`src/rtl/ldpc_frame_sched.sv`:
```
// Two-bank ping-pong scheduler: fills a bank from the word stream, runs the parity
// core on it, then holds it for the frame consumer until acknowledged.
module ldpc_frame_sched #(
  parameter int DATA_WIDTH = 360,
  parameter int ADDR_WIDTH = 7,
  parameter int K_WORDS    = 72,
  parameter int TIMEOUT    = 65535
) (
  input  logic                  clk,
  input  logic                  rst,
  input  logic                  in_valid,
  output logic                  in_ready,
  input  logic [DATA_WIDTH-1:0] in_data,
  input  logic                  in_last,
  output logic                  buf_we,
  output logic                  buf_bank,
  output logic [ADDR_WIDTH-1:0] buf_wr_addr,
  output logic [DATA_WIDTH-1:0] buf_wr_data,
  output logic                  core_en,
  output logic                  core_bank,
  output logic                  core_clr,
  input  logic                  core_done,
  output logic                  frm_valid,
  output logic                  frm_bank,
  input  logic                  frm_ack,
  output logic                  err_len,
  output logic                  err_timeout,
  output logic                  busy
);
  localparam int TW = (TIMEOUT > 1) ? $clog2(TIMEOUT) : 1;
  localparam logic [TW-1:0]         T_LAST = TW'(TIMEOUT - 1);
  localparam logic [ADDR_WIDTH-1:0] W_LAST = ADDR_WIDTH'(K_WORDS - 1);

  typedef enum logic [1:0] {EMPTY, FULL, ENC, DONE} bank_t;
  typedef enum logic [1:0] {C_IDLE, C_RUN, C_CLR} core_t;

  bank_t                 bank_reg [2];
  bank_t                 bank_next [2];
  logic                  wr_bank_reg, enc_bank_reg, rd_bank_reg;
  logic [ADDR_WIDTH-1:0] wcnt_reg;
  logic [TW-1:0]         timer_reg;
  core_t                 state_reg, state_next;
  logic                  core_en_reg, core_en_next;
  logic                  core_clr_reg, core_clr_next;
  logic                  core_bank_reg, core_bank_next;
  logic                  err_len_reg, err_timeout_reg;
  logic                  buf_we_reg, buf_bank_reg;
  logic [ADDR_WIDTH-1:0] buf_wr_addr_reg;
  logic [DATA_WIDTH-1:0] buf_wr_data_reg;

  logic accept, at_last, close, len_bad, rd_ack;
  logic start, enc_done, enc_drop;
  logic [1:0] set_full, set_enc, set_done, set_empty;

  assign in_ready  = !rst && (bank_reg[wr_bank_reg] == EMPTY);
  assign frm_valid = !rst && (bank_reg[rd_bank_reg] == DONE);
  assign frm_bank  = rd_bank_reg;

  assign accept  = in_valid & in_ready;
  assign at_last = (wcnt_reg == W_LAST);
  assign close   = accept & (in_last | at_last);
  assign len_bad = close & (in_last ^ at_last);
  assign rd_ack  = frm_valid & frm_ack;

  // Each bank's events are mutually exclusive because each needs a different current state.
  for (genvar gi = 0; gi < 2; gi++) begin : g_bank_evt
    assign set_full[gi]  = close & (wr_bank_reg == 1'(gi));
    assign set_enc[gi]   = start & (enc_bank_reg == 1'(gi));
    assign set_done[gi]  = enc_done & (enc_bank_reg == 1'(gi));
    assign set_empty[gi] = (enc_drop & (enc_bank_reg == 1'(gi))) |
                           (rd_ack & (rd_bank_reg == 1'(gi)));
  end

  always_comb begin
    for (int i = 0; i < 2; i++) begin
      bank_next[i] = bank_reg[i];
      if (set_full[i])  bank_next[i] = FULL;
      if (set_enc[i])   bank_next[i] = ENC;
      if (set_done[i])  bank_next[i] = DONE;
      if (set_empty[i]) bank_next[i] = EMPTY;
    end
  end

  always_comb begin
    state_next     = state_reg;
    core_en_next   = 1'b0;
    core_clr_next  = 1'b0;
    core_bank_next = core_bank_reg;
    start          = 1'b0;
    enc_done       = 1'b0;
    enc_drop       = 1'b0;
    case (state_reg)
      C_IDLE: begin
        if (bank_reg[enc_bank_reg] == FULL) begin
          start          = 1'b1;
          core_en_next   = 1'b1;
          core_bank_next = enc_bank_reg;
          state_next     = C_RUN;
        end
      end
      C_RUN: begin
        if (core_done) begin
          enc_done      = 1'b1;
          core_clr_next = 1'b1;
          state_next    = C_CLR;
        end else if (timer_reg == T_LAST) begin
          enc_drop      = 1'b1;
          core_clr_next = 1'b1;
          state_next    = C_CLR;
        end else begin
          core_en_next = 1'b1;
        end
      end
      C_CLR: begin
        if (!core_done) state_next = C_IDLE;
      end
      default: state_next = C_IDLE;
    endcase
  end

  always_ff @(posedge clk) begin
    if (rst) begin
      for (int i = 0; i < 2; i++) bank_reg[i] <= EMPTY;
      wr_bank_reg     <= 1'b0;
      enc_bank_reg    <= 1'b0;
      rd_bank_reg     <= 1'b0;
      wcnt_reg        <= '0;
      timer_reg       <= '0;
      state_reg       <= C_IDLE;
      core_en_reg     <= 1'b0;
      core_clr_reg    <= 1'b0;
      core_bank_reg   <= 1'b0;
      err_len_reg     <= 1'b0;
      err_timeout_reg <= 1'b0;
      buf_we_reg      <= 1'b0;
      buf_bank_reg    <= 1'b0;
      buf_wr_addr_reg <= '0;
      buf_wr_data_reg <= '0;
    end else begin
      for (int i = 0; i < 2; i++) bank_reg[i] <= bank_next[i];
      state_reg     <= state_next;
      core_en_reg   <= core_en_next;
      core_clr_reg  <= core_clr_next;
      core_bank_reg <= core_bank_next;

      buf_we_reg <= accept;
      if (accept) begin
        buf_bank_reg    <= wr_bank_reg;
        buf_wr_addr_reg <= wcnt_reg;
        buf_wr_data_reg <= in_data;
      end
      if (close) begin
        wcnt_reg    <= '0;
        wr_bank_reg <= ~wr_bank_reg;
      end else if (accept) begin
        wcnt_reg <= wcnt_reg + ADDR_WIDTH'(1);
      end
      if (len_bad) err_len_reg <= 1'b1;

      if (start)                    timer_reg <= '0;
      else if (state_reg == C_RUN)  timer_reg <= timer_reg + TW'(1);
      if (enc_drop)                 err_timeout_reg <= 1'b1;
      if (enc_done || enc_drop)     enc_bank_reg <= ~enc_bank_reg;
      if (rd_ack)                   rd_bank_reg <= ~rd_bank_reg;
    end
  end

  assign buf_we      = buf_we_reg;
  assign buf_bank    = buf_bank_reg;
  assign buf_wr_addr = buf_wr_addr_reg;
  assign buf_wr_data = buf_wr_data_reg;
  assign core_en     = core_en_reg;
  assign core_clr    = core_clr_reg;
  assign core_bank   = core_bank_reg;
  assign err_len     = err_len_reg;
  assign err_timeout = err_timeout_reg;
  assign busy        = (bank_reg[0] != EMPTY) || (bank_reg[1] != EMPTY) || (state_reg != C_IDLE);

endmodule

```
`config.mk`:
```
export PLATFORM = sky130hd
export DESIGN_NAME = ldpc_frame_sched
export DESIGN_NICKNAME = d
export VERILOG_FILES = /design/src/rtl/ldpc_frame_sched.sv
export SDC_FILE = /design/constraint.sdc
export NUM_CORES = 1
export LEC_CHECK = 0
export CORE_AREA = 2 2 290 292
export DETAILED_ROUTE_END_ITERATION = 16
export DIE_AREA = 0 0 292 294
export GPL_TIMING_DRIVEN = 0
export SETUP_SLACK_MARGIN = 0.15
export SYNTH_ARGS = -nofsm -noshare
export SYNTH_HDL_FRONTEND = slang
export SYNTH_SLANG_ARGS = --single-unit
```
`constraint.sdc`:
```
create_clock -name clk -period 2.15 [get_ports clk]
set_clock_uncertainty 0.05 [all_clocks]
set_input_delay 0.215 -clock clk [delete_from_list [all_inputs] [get_ports clk]]
set_output_delay 0.215 -clock clk [all_outputs]
set_load 0.03 [all_outputs]
```
Yosys cells after proc, flatten, opt, wreduce, memory -nomap -nowiden
Memories as Yosys holds them, arrays and structs flattened. A register that Yosys moved wholly into a read port is not among the register bits.
Cells that the tools add are included.
Widths: inputs -> output; s select.
{"block": "totals", "ff_bits": 402, "mem_bits_rw": 4, "wordCells": 102, "memories": 1}
{"block": "classes", "addsub": 2, "n_eq_ne": 9, "n_mux": 35, "bitwise": 24, "reduce_logical": 16}
{"memory": "bank_reg", "words": 2, "word_bits": 2, "rd": 5, "rd_clocked_by_memory_dff": 3, "write_ports": 2, "line": "37", "rtl": "bank_t bank_reg [2];"}
{"operator": "$mux 2", "n": 14}
{"operator": "$mux 1", "n": 19}
{"operator": "$add 16x1->16 const B", "n": 1}
{"operator": "$eq 16x16->1 const B", "n": 1}
{"operator": "$and 1x1->1", "n": 14}
{"operator": "$add 7x1->7 const B", "n": 1}
{"operator": "$eq 7x7->1 const B", "n": 1}
{"operator": "$pmux 2 s3", "n": 1}
{"operator": "$reduce_bool 2->1", "n": 3}
{"operator": "$reduce_or 2->1", "n": 3}
{"operator": "$or 1x1->1", "n": 5}
{"operator": "$eq 2x1->1 const B", "n": 2}
{"operator": "$eq 2x2->1 const B", "n": 2}
{"operator": "$logic_not 2->1", "n": 2}
{"operator": "$ne 2x2->1 const B", "n": 2}
{"operator": "$not 1->1", "n": 4}
{"operator": "$logic_or 1x1->1", "n": 3}
{"operator": "$ne 3x3->1 const B", "n": 1}
{"operator": "$reduce_and 3->1", "n": 1}
{"operator": "$logic_and 1x1->1", "n": 2}
{"operator": "$pmux 1 s2", "n": 1}
{"operator": "$reduce_and 2->1", "n": 1}
{"operator": "$logic_not 1->1", "n": 1}
{"operator": "$xor 1x1->1", "n": 1}

Longest topological paths before layout
{"block": "logic_depth", "word_depth": 10, "ltp_mapped": 11, "ltp_nobuf": 10}

Least setup slack after synthesis
No wires, ideal clock.
{"block": "synth_timing", "path_kind": "register to register", "startpoint": "register wcnt_reg[6]", "endpoint": "memory bank_reg[1][1] in the netlist's numbering", "setup_ns": 0.129, "arrival_ns": 1.838, "slack_ns": 0.133, "path_stages_with_launch": 12, "n_path_buf": 1, "synth_period_minus_slack_ns": 2.017, "path_cell_list": "dfxtp_1 -> inv_1 -> nor4_1 -> nand3_1 -> ha_1 -> clkbuf_1 -> nor2_1 -> ha_1 -> nor2b_1 -> a21o_1 -> o221ai_1 -> a21oi_1"}
{"element": "start, declared", "line": "40", "rtl": "logic [ADDR_WIDTH-1:0] wcnt_reg;"}
{"element": "start signal, assigned", "line": "156", "rtl": "wcnt_reg <= wcnt_reg + ADDR_WIDTH'(1);"}
{"element": "end, declared", "line": "37"}

==> results.cfg <==
[synthesis]
synth_nets = 2197
ys_types = 50
synth.area.mux_share_pct = 0
ys_async_sr_fraction_pct = 0
synth_compound_area_share_pct = 14.76
yosysTopAreaCell = dfxtp_1
synthXorXnorAreaFrac_pct = 0.7218
synth_cells = 1823
synth_area_per_cell_um2 = 7.987
synthTopCellsByArea = dfxtp_1 56%, nand2_1 19%, a21oi_1 13%
synth_top_family_by_area = simple AND/OR/NAND/NOR gates
yosys_warnings = 0
synth-seq-area-share_pct = 56.23
ys_ff_latch = 409
synth_top_area_share_pct = 56.23
synthAdderAreaFrac_pct = 0.6875
synth-simple-area-share_pct = 22.88
synth_flop_cell = dfxtp_1
netlist_area_mm2 = 0.01456
synth-edff-count = 0

[sta]
setup_viol = 0
whs_ns = 0.07735
rsz0062_at_grt = yes
max_freq_mhz = 499.2
worst_pin_slew_ns = 1.026
period_needed_ns = 2.003
maxSlewViolCount = 0
relSlewSlack_pct = 31.58
layout_setup_ws_ns = 0.1466
hold_viol = 0
fin_crit_sh_pct = 93.18

[setup_path]
critPathMostFrequentCell = buf_12
crit_slowest_cell = dfxtp_4
reg2reg_from = bank_reg[1][1]
ff2ff_path_depth = 10
path_cells = nor4b_4, o21ai_4, buf_12, buf_12, nor2_4, ha_4, nor2b_2, a21o_1, o221ai_2, a21oi_1
worstPathRequired_ns = 2.53
end_kind = register
r2r-end = bank_reg[1][1]
critPathLaunchType = register
setup.worst_path.end = bank_reg[1][1]
max_stage_delay_ns = 0.36
crit_fanout = 5
reg2reg_slack_ns = 0.15
arrival_ns = 2.38
setup.worst_path.class = register to register
startpoint = bank_reg[1][1]

[floorplanning]
rows = 106
chipWidth_um = 292
fp.dieH_um = 294
core_mm2 = 0.08289
dieArea_mm2 = 0.08585
initial_core_util_pct = 17.57
pin_count = 744

[final_layout]
drive_above_1_share_pct = 7.715
layout_commonest_cell = nand2_1
areaGrowthSynthToFinish_pct = 73.40
layout_common_cells = 751 x nand2_1, 724 x clkdlybuf4s50_1, 401 x dfxtp_1
nFillCells = 8823
finalNetCount = 2993
largest_reg_flops = 360
layout.cells.non_filler = 3744

[flow_run]
cap_violations = 0

[clocking]
numClockSinks = 409
numCtsBuffers = 48
cts_tree = done
cts_buffer_depth = 3
path_clk_slew_ns = 0.06
clock_latency_ns = 0.56
cts_htree_levels = 2
cts-root-buf = clkbuf_16

[placed_design]
gp_congestion = 0.8273
dp_hpwl_um = 54220
io_buffers = 741
dp_slack_ns = -0.9062
place_inst = 3644

[grt]
grt_pass1_wl_um = 99150
grt_pass1_vias = 14970
gr-total-overflow = 0
grtUsageTotal_pct = 15.44
grt_max_degree = 13
antenna_found_initial = 14

[power_and_ir_drop]
leakage_uw = 0.008950
power_per_cell_area_mw_per_mm2 = 854.5
comb_power_share_pct = 22.6
p_seq_share_pct = 39.1
pwr-share-clk_pct = 38.3
ir_drop_v = 0.0005101
p_sw_share_pct = 30.09
p_sw_uw = 6492
p_int_uw = 15080

[detailed_routing]
vias = 15330
drt_iter0_markers = 617
via_per_inst = 4.094
wl_um = 69710
wl_per_cell_um = 18.62
drtAntennaViolNets = 0
drtPass1Iterations = 5
drc = 0

[hold_path]
min_path_type = input port to register

[outcome]
status = complete, no violations
==> synthesized netlist by cell type, types with 2 or more instances <==
cell	count
buf_2	62
o211ai_1	3
o31ai_1	3
xor2_1	8
nor4_1	4
nand4b_1	2
o32ai_1	4
clkbuf_1	51
nand3_1	10
nand4_1	10
a21oi_1	383
and4_1	2
nor2b_1	2
or3_1	6
a211oi_1	3
a2111oi_0	3
nor2_1	23
buf_4	18
and2_1	3
nand2_1	751
o21ai_0	8
dfxtp_1	409
nand3b_1	4
or2_2	3
nor3_1	5
inv_1	9
ha_1	8
xnor2_1	4
==> cell type report <==
class                   count  area [um2]  area share (%)
clock inverters            16       140.1          0.5550
diodes                      7       17.52         0.06938
inverters                  10       40.04          0.1586
plain buffers             131       798.3           3.162
well taps                1080        1351           5.352
flip-flops and latches    409        8205           32.50
multi-input cells        1272        5778           22.89
clock buffers              72        1463           5.793
repair buffers            747        7455           29.53
==> per-layer routing <==
layer,routed length (um),GRT usage (%),vias up
met5,0,0,-
met4,2171,5.494,0
met3,5573,4.577,109
met2,33880,26.86,613
met1,28090,17.92,7054
li1,-,-,7552
==> timing repair <==
item,4_1_cts,5_1_grt
buffers inserted,5,0
endpoints found under the setup margin,399,142
hold buffers,1,0
gates resized for setup,79,38
pin swaps,9,3
hold endpoints to repair,1,0
==> worst min path at each step <==
stage / endpoint / slack [ns] / depth (start not counted) / start
after detailed placement: buf_wr_data[19] / 0.40 / 2 / buf_wr_data[19]
after CTS: wcnt_reg[6] / 0.02 / 3 / rst
after global routing: wcnt_reg[6] / 0.08 / 3 / rst
final: wcnt_reg[6] / 0.08 / 3 / rst
after global placement: buf_wr_data[67] / 0.39 / 2 / buf_wr_data[67]
after floorplan: buf_wr_data[0] / 0.30 / 2 / in_data[0]
==> cells by family after synthesis <==
group	count (synthesis)
and+or+nand+nor	837
AOI/OAI and AO/OA	415
DFF	409
buffers and inverters	142
xor gates and xnor gates	12
adders and majority gates	8
==> worst max-delay path: cells and delay by family, from the launching register on <==
kind,cells,cell delay (ns)
adders and majority gates,1,0.16
and+or+nand+nor,3,0.53
AOI/OAI and AO/OA,4,0.49
DFF,1,0.36
buffers and inverters,2,0.28
==> per-stage QoR <==
stage          setup TNS [ns]  instance area [um2]  power [uW]  util [%]
2_1_floorplan               0                14560       10870         -
3_3_place_gp          -149.78                23330       13380     28.15
3_5_place_dp          -154.22                23330       13400     28.15
4_1_cts                     0                25150       21880     30.34
5_1_grt                     0                25240       22540     30.45
6_report                    0                25250       21580     30.46
==> power groups by stage <==
stage	combinational [uW]	sequential, uW	clock, uW
detailed placement	4820	8580	0
global route	5230	8490	8830
finish	4880	8430	8270
global placement	4820	8560	0
CTS	4920	8430	8540
floorplan	1320	9550	0
Power figures use the tool's default switching activity.
